### src/rtl/fsub_pipe.sv
// Pipelined binary32 subtractor res = a - b, computed as a + {~b[31], b[30:0]}.
// Three lock-step stages (align, add/LZC, normalize/round) with valid/ready flow control.
module fsub_pipe (
    input  logic        clk,
    input  logic        rst,
    input  logic        in_valid,
    output logic        in_ready,
    input  logic [31:0] a,
    input  logic [31:0] b,
    output logic        out_valid,
    input  logic        out_ready,
    output logic [31:0] res,
    output logic        ovf
);

    // Right-align the smaller significand into 24+GRS bits; every bit shifted out ORs into sticky.
    function automatic logic [26:0] align(input logic [23:0] m, input logic [7:0] d);
        logic [5:0]  sh;
        logic [61:0] w;
        sh = (d > 8'd35) ? 6'd35 : d[5:0];
        w  = {m, 38'b0} >> sh;
        return {w[61:36], w[35] | (|w[34:0])};
    endfunction

    function automatic logic [4:0] lzc27(input logic [26:0] v);
        logic [4:0] n;
        n = 5'd27;
        for (int i = 0; i < 27; i++) begin
            if (v[i]) n = 5'(26 - i);
        end
        return n;
    endfunction

    // Normalize, round to nearest even and pack; returns {ovf, res}.
    function automatic logic [32:0] norm_round(input logic s, input logic [7:0] e,
                                               input logic [27:0] sum, input logic [4:0] lz,
                                               input logic sub);
        logic [26:0] m;
        logic [8:0]  en;
        logic [8:0]  ef;
        logic [24:0] r;
        logic [22:0] frac;
        logic        up;
        logic [32:0] out;
        m = 27'd0;
        en = 9'd0;
        if (sum[27]) begin
            m  = {sum[27:2], sum[1] | sum[0]};
            en = {1'b0, e} + 9'd1;
        end else if ({3'b0, lz} < e) begin
            m  = sum[26:0] << lz;
            en = {1'b0, e} - {4'b0, lz};
        end else begin
            m  = sum[26:0] << (e - 8'd1);
            en = 9'd0;
        end
        up = m[2] & (m[1] | m[0] | m[3]);
        r  = {1'b0, m[26:3]} + {24'b0, up};
        if (en == 9'd0) begin
            ef   = {8'b0, r[23]};
            frac = r[22:0];
        end else if (r[24]) begin
            ef   = en + 9'd1;
            frac = r[23:1];
        end else begin
            ef   = en;
            frac = r[22:0];
        end
        if (sum == 28'd0)
            out = {1'b0, sub ? 1'b0 : s, 31'b0};
        else if (ef >= 9'd255)
            out = {1'b1, s, 8'hFF, 23'b0};
        else
            out = {1'b0, s, ef[7:0], frac};
        return out;
    endfunction

    logic        vld_p0, sign_p0, sub_p0, spec_p0;
    logic [7:0]  exp_p0;
    logic [23:0] big_p0;
    logic [26:0] small_p0;
    logic [31:0] sres_p0;
    logic        vld_p1, sign_p1, sub_p1, spec_p1;
    logic [7:0]  exp_p1;
    logic [27:0] sum_p1;
    logic [4:0]  lz_p1;
    logic [31:0] sres_p1;
    logic        vld_p2, ovf_p2;
    logic [31:0] res_p2;
    logic        advance;

    assign advance   = !vld_p2 || out_ready;
    assign in_ready  = advance;
    assign out_valid = vld_p2;
    assign res       = res_p2;
    assign ovf       = ovf_p2;

    // S1: classify, order by magnitude, align
    logic        sa, sb, a_nan, b_nan, a_inf, b_inf, a_ge;
    logic [7:0]  eea, eeb, dexp;
    logic [23:0] ma, mb;
    logic [31:0] sres;

    assign sa    = a[31];
    assign sb    = ~b[31];
    assign ma    = {a[30:23] != 8'd0, a[22:0]};
    assign mb    = {b[30:23] != 8'd0, b[22:0]};
    assign eea   = (a[30:23] == 8'd0) ? 8'd1 : a[30:23];
    assign eeb   = (b[30:23] == 8'd0) ? 8'd1 : b[30:23];
    assign a_nan = (a[30:23] == 8'hFF) && (a[22:0] != 23'd0);
    assign b_nan = (b[30:23] == 8'hFF) && (b[22:0] != 23'd0);
    assign a_inf = (a[30:23] == 8'hFF) && (a[22:0] == 23'd0);
    assign b_inf = (b[30:23] == 8'hFF) && (b[22:0] == 23'd0);
    assign a_ge  = {eea, ma} >= {eeb, mb};
    assign dexp  = a_ge ? (eea - eeb) : (eeb - eea);

    always_comb begin
        sres = {sb, b[30:0]};
        if (b_nan)
            sres = {sb, 9'h1FF, b[21:0]};
        else if (a_nan)
            sres = {sa, 9'h1FF, a[21:0]};
        else if (a_inf && b_inf && (sa != sb))
            sres = 32'hFFC00000;
        else if (a_inf)
            sres = a;
    end

    always_ff @(posedge clk or posedge rst) begin
        if (rst) begin
            vld_p0   <= 1'b0;
            sign_p0  <= 1'b0;
            sub_p0   <= 1'b0;
            spec_p0  <= 1'b0;
            exp_p0   <= 8'd0;
            big_p0   <= 24'd0;
            small_p0 <= 27'd0;
            sres_p0  <= 32'd0;
        end else if (advance) begin
            vld_p0   <= in_valid;
            sign_p0  <= a_ge ? sa : sb;
            sub_p0   <= sa ^ sb;
            spec_p0  <= (a[30:23] == 8'hFF) || (b[30:23] == 8'hFF);
            exp_p0   <= a_ge ? eea : eeb;
            big_p0   <= a_ge ? ma : mb;
            small_p0 <= align(a_ge ? mb : ma, dexp);
            sres_p0  <= sres;
        end
    end

    // S2: magnitude add/subtract and leading-zero count
    logic [27:0] sum;
    assign sum = sub_p0 ? ({1'b0, big_p0, 3'b0} - {1'b0, small_p0})
                        : ({1'b0, big_p0, 3'b0} + {1'b0, small_p0});

    always_ff @(posedge clk or posedge rst) begin
        if (rst) begin
            vld_p1  <= 1'b0;
            sign_p1 <= 1'b0;
            sub_p1  <= 1'b0;
            spec_p1 <= 1'b0;
            exp_p1  <= 8'd0;
            sum_p1  <= 28'd0;
            lz_p1   <= 5'd0;
            sres_p1 <= 32'd0;
        end else if (advance) begin
            vld_p1  <= vld_p0;
            sign_p1 <= sign_p0;
            sub_p1  <= sub_p0;
            spec_p1 <= spec_p0;
            exp_p1  <= exp_p0;
            sum_p1  <= sum;
            lz_p1   <= lzc27(sum[26:0]);
            sres_p1 <= sres_p0;
        end
    end

    // S3: normalize, round, pack, special select
    logic [32:0] nr;
    assign nr = norm_round(sign_p1, exp_p1, sum_p1, lz_p1, sub_p1);

    always_ff @(posedge clk or posedge rst) begin
        if (rst) begin
            vld_p2 <= 1'b0;
            ovf_p2 <= 1'b0;
            res_p2 <= 32'd0;
        end else if (advance) begin
            vld_p2 <= vld_p1;
            ovf_p2 <= vld_p1 & ~spec_p1 & nr[32];
            res_p2 <= spec_p1 ? sres_p1 : nr[31:0];
        end
    end

endmodule

### config.mk
export PLATFORM = sky130hd
export DESIGN_NAME = fsub_pipe
export DESIGN_NICKNAME = d
export VERILOG_FILES = /design/src/rtl/fsub_pipe.sv
export SDC_FILE = /design/constraint.sdc
export NUM_CORES = 1
export LEC_CHECK = 0
export CAP_MARGIN = 20
export CORE_MARGIN = 2
export CORE_UTILIZATION = 50
export DETAILED_ROUTE_END_ITERATION = 12
export PLACE_DENSITY = 0.75
export RECOVER_POWER = 25
export REMOVE_ABC_BUFFERS = 1
export SKIP_CTS_REPAIR_TIMING = 1
export SYNTH_ARGS = -nofsm -noshare
export SYNTH_HDL_FRONTEND = slang
export SYNTH_SLANG_ARGS = --single-unit
### constraint.sdc
create_clock -name clk -period 8.85 [get_ports clk]
set_input_delay 1.77 -clock clk [delete_from_list [all_inputs] [get_ports clk]]
set_output_delay 1.77 -clock clk [all_outputs]
set_load 0.005 [all_outputs]
==> results.md, run 1 <==
- Critical path endpoint: small_p0[0]
- Share of the synthesized area in the top cell type: 26.57%
- Final Critical Period: 7.560 ns
- Mux contribution to synthesized area: 3.799%
- Mapped cell area: 0.01940 mm²
- Slowest stage cell, crit path: sky130_fd_sc_hd__a21oi_1
- Number of nets with antenna violations after routing: 0
- Number of fill cells in the layout: 3567
- Standard-cell row count: 72
- # setup viols final: 0
- Vias in the first global route: 20550
- Number of synthesized flops with an enable pin: 0
- Top Ports: 103
- Number of iterations in the first detailed-routing pass: 7
- Hold_sp: sres_p1[15]
- Top delay family on crit path: compound AO/OA/AOI/OAI gates
- Required time at the endpoint of the critical path: 9.26 ns
- DR DRC count: 0
- IR Drop Worst-Case VDD: 0.0001805 V
- Pin count of the biggest net entering global routing: 146
- Area Overhead vs Synth: 11.85%
- Share of flip-flops with an asynchronous set or reset after synthesis: 100.0%
- Routed via count: 21229
- Num Clock Sinks: 206
- Buffer type at the clock tree root: sky130_fd_sc_hd__clkbuf_16
- Die outline height: 201.0 µm
- Adder and majority cell fraction of the synthesized area: 6.721%
- Placed standard-cell area: 0.02090 mm²
- Number of H-tree levels: 1
- Core ar.: 0.03847 mm²
- Final slew viol count: 146
- Worst flop-to-flop path startpoint: exp_p1[0]
- Leakage: 9.194 nW
- Final RePlAce weighted congestion: 1.066
- Number of antenna violations at the first check in global routing: 0
- Dominant combinational cell family by area after synthesis: compound AO/OA/AOI/OAI gates
- Routed len/inst: 25.43 µm
- Non-filler cells, final: 3161
- Violations in the final reports: capacitance limit, slew limit
- Most common cell in the synthesized netlist: sky130_fd_sc_hd__nand2_1
- Final Hold Fails: 0
- Vias per std cell: 6.716
- Critical path cell sequence: clkdlybuf4s50_1 -> or4_1 -> nor2_1 -> nor2_1 -> ha_1 -> a21oi_1 -> o21ai_0 -> a2111oi_0 -> o21a_1 -> buf_4 -> nand2_2 -> a21oi_1 -> a21oi_1 -> a2111oi_0 -> buf_4 -> o31ai_1 -> mux2i_1 -> nor4b_1 -> nand4_1 -> a2111oi_0 -> o221ai_1
- Average cell area after synthesis: 7.424 µm²
- Cell depth of the worst flop-to-flop path: 20
- Synthesized instance count: 2613
- Kind of start point of the critical path: input port
- Clock Skews: 0.01508 ns
- Sequential-to-total area share from yosys stat: 26.57%
- Longest individual stage delay on the worst path: 0.65 ns
- Number of distinct library cells after synthesis: 106
- Worst Setup End Kind: flop
- Area fraction in compound gates after synthesis: 28.57%
- Seq cells post-synth: 206
- Number of max-cap violations: 1
- NumNets Final: 2795
- Worst-case clock buffer depth: 3
- Clock tree from TritonCTS: done
- Post-route design area: 0.02170 mm²
- Outcome: complete, but fails checks
- Worst slack after detailed placement: 0.8634 ns
- Total placed cells including tap cells: 3117
- Critical path origin: b[25]
- Die area: 0.04039 mm²
- Prevailing post-synth register cell: sky130_fd_sc_hd__dfrtp_1
- Ant. Diodes: 0
- Global-route wire length before repair: 123500 µm
- Largest cells by area after synthesis: sky130_fd_sc_hd__dfrtp_1 27%, sky130_fd_sc_hd__nand2_1 8.3%, sky130_fd_sc_hd__ha_1 6.3%, sky130_fd_sc_hd__a21oi_1 5.7%, sky130_fd_sc_hd__nor2_1 4.9%
- Max FO, Critical Path: 23
- Leading cell types by count after synthesis: 427 x sky130_fd_sc_hd__nand2_1, 254 x sky130_fd_sc_hd__nor2_1, 220 x sky130_fd_sc_hd__a21oi_1
- Clock transition at the registers of the reported paths: 0.06 ns
- Depth of the critical timing path with buffers and inverters included: 21
- Worst path setup slack after routing: 1.290 ns
- Measured slew at the worst slew-check pin: 5.383 ns
- Aggregate routed wire length: 80390 µm
- Overall global routing resource usage: 39.18%
- Residual overflow from global routing: 0
- Post-detail-place hpwl: 61610 µm
- PnR Total Power: 7.845 mW
- Setup repair after global routing missed its margin: false
- Worst slew margin: -258.9%
- R2r setup slk: 1.77 ns
- Iter 0 DRT Violations: 2667
- Die Wd: 201.0 µm
- Yosys warning total: 0
- Hold WC Path Type: flop to flop
- Top cell type by total area after synthesis: sky130_fd_sc_hd__dfrtp_1
- Effective utilization at floorplan: 50.43%
- Terminus of the critical flop-to-flop path: res[21]
- Number of buffer and inverter stages on the critical path: 3
- Power per unit of standard cell area: 361.6 mW/mm²
- Setup TNS Final: 0 ns
- Post-synthesis xor/xnor area fraction: 2.754%
- Simple logic cell fraction of the synthesized area: 24.97%
- Worst skew pair latency: 0.55 ns
- Highest clock rate: 132.3 MHz
- Clock buffers created by TritonCTS: 25
- Worst Path Class, Setup: input port to flop
- Final critical-path share of the clock period: 85.42%
- Worst endpoint data arrival time: 7.97 ns
- Layout cell share with drive strength beyond 1: 8.021%
- Port-buffer cells: 102
## report_power, final
part	internal, mW	switching [mW]
Combinational	1.86	3.28
Clock	0.600	0.410
Sequential	1.26	0.431
Total	3.72	4.12
## through the flow
stage,util [%],hold WS [ns]
after floorplan,-,0.4305
after global placement,54.34,0.4405
after detailed placement,54.34,0.4500
after CTS,56.43,0.4630
after global routing,56.41,0.4906
final,56.41,0.4611
## state kept, by name, indices dropped and copies added, names as in the netlist, 5 cells and up
name	cells
sum_p1	28
lz_p1	5
big_p0	24
res	32
small_p0	27
exp_p0	8
sres_p0	32
exp_p1	8
sres_p1	32
## logic make-up after synthesis
| family | count (synthesis) |
|---|---|
| and+or+nand+nor | 1048 |
| AOI/OAI and AO/OA | 814 |
| buffers and inverters | 316 |
| DFF | 206 |
| adders and majority gates | 102 |
| muxes | 66 |
| xor gates and xnor gates | 61 |
## worst min-delay path by stage
stage,end,slack [ns],cells after the start
CTS,sres_p1[15],0.46,2
floorplan,sres_p1[0],0.43,2
global route,sres_p1[15],0.49,2
detailed placement,sres_p1[15],0.45,2
global placement,sres_p1[21],0.44,2
finish,sres_p1[15],0.46,2
## routing by layer
layer	global-route usage, %	share of wire, %	vias to the layer above
met2	65.53	46	1199
met1	49.49	39	10199
met5	0	0	-
met4	22.04	6.9	0
li1	-	-	9527
met3	4.172	7.7	304
## cell usage in the layout (no fill, tap or decap), drive strengths merged, types with 32 or more instances in the layout
cell type	n
nand2	427
nor2	255
a21oi	221
dfrtp	206
o21ai	170
inv	122
clkdlybuf4s50	101
ha	97
nand3	82
buf	78
nor3	57
mux2i	48
a31oi	44
and3	42
a221oi	39
xnor2	38
a22oi	38
nor4	36
clkbuf	34
o22ai	32
## worst reg2reg max path: cells and delay by family (launching register included)
family | cells | cell delay, ns
compound gates | 8 | 2.52
xor+xnor | 1 | 0.24
fa+ha+maj | 2 | 0.59
buf+inv | 3 | 0.63
flops | 1 | 1.01
mux | 1 | 0.21
simple gates | 5 | 1.75
## area by class of cell
cell class	count	area, µm²	area share (%)
clock inverter	10	125.1	0.5766
tap	518	648.1	2.987
inverter	122	462.9	2.134
sequential	206	5155	23.76
timing repair buffer	180	1619	7.462
clock buffer	34	679.4	3.131
multi-input combinational	2091	13010	59.95
No activity file was read; power rests on OpenSTA's default activity.
==> run 2: changes to the inputs <==
CAP_MARGIN = 10   (was 20)
==> results of run 2 <==
No change in the layout: final DEF, timing and power equal those of run 1.
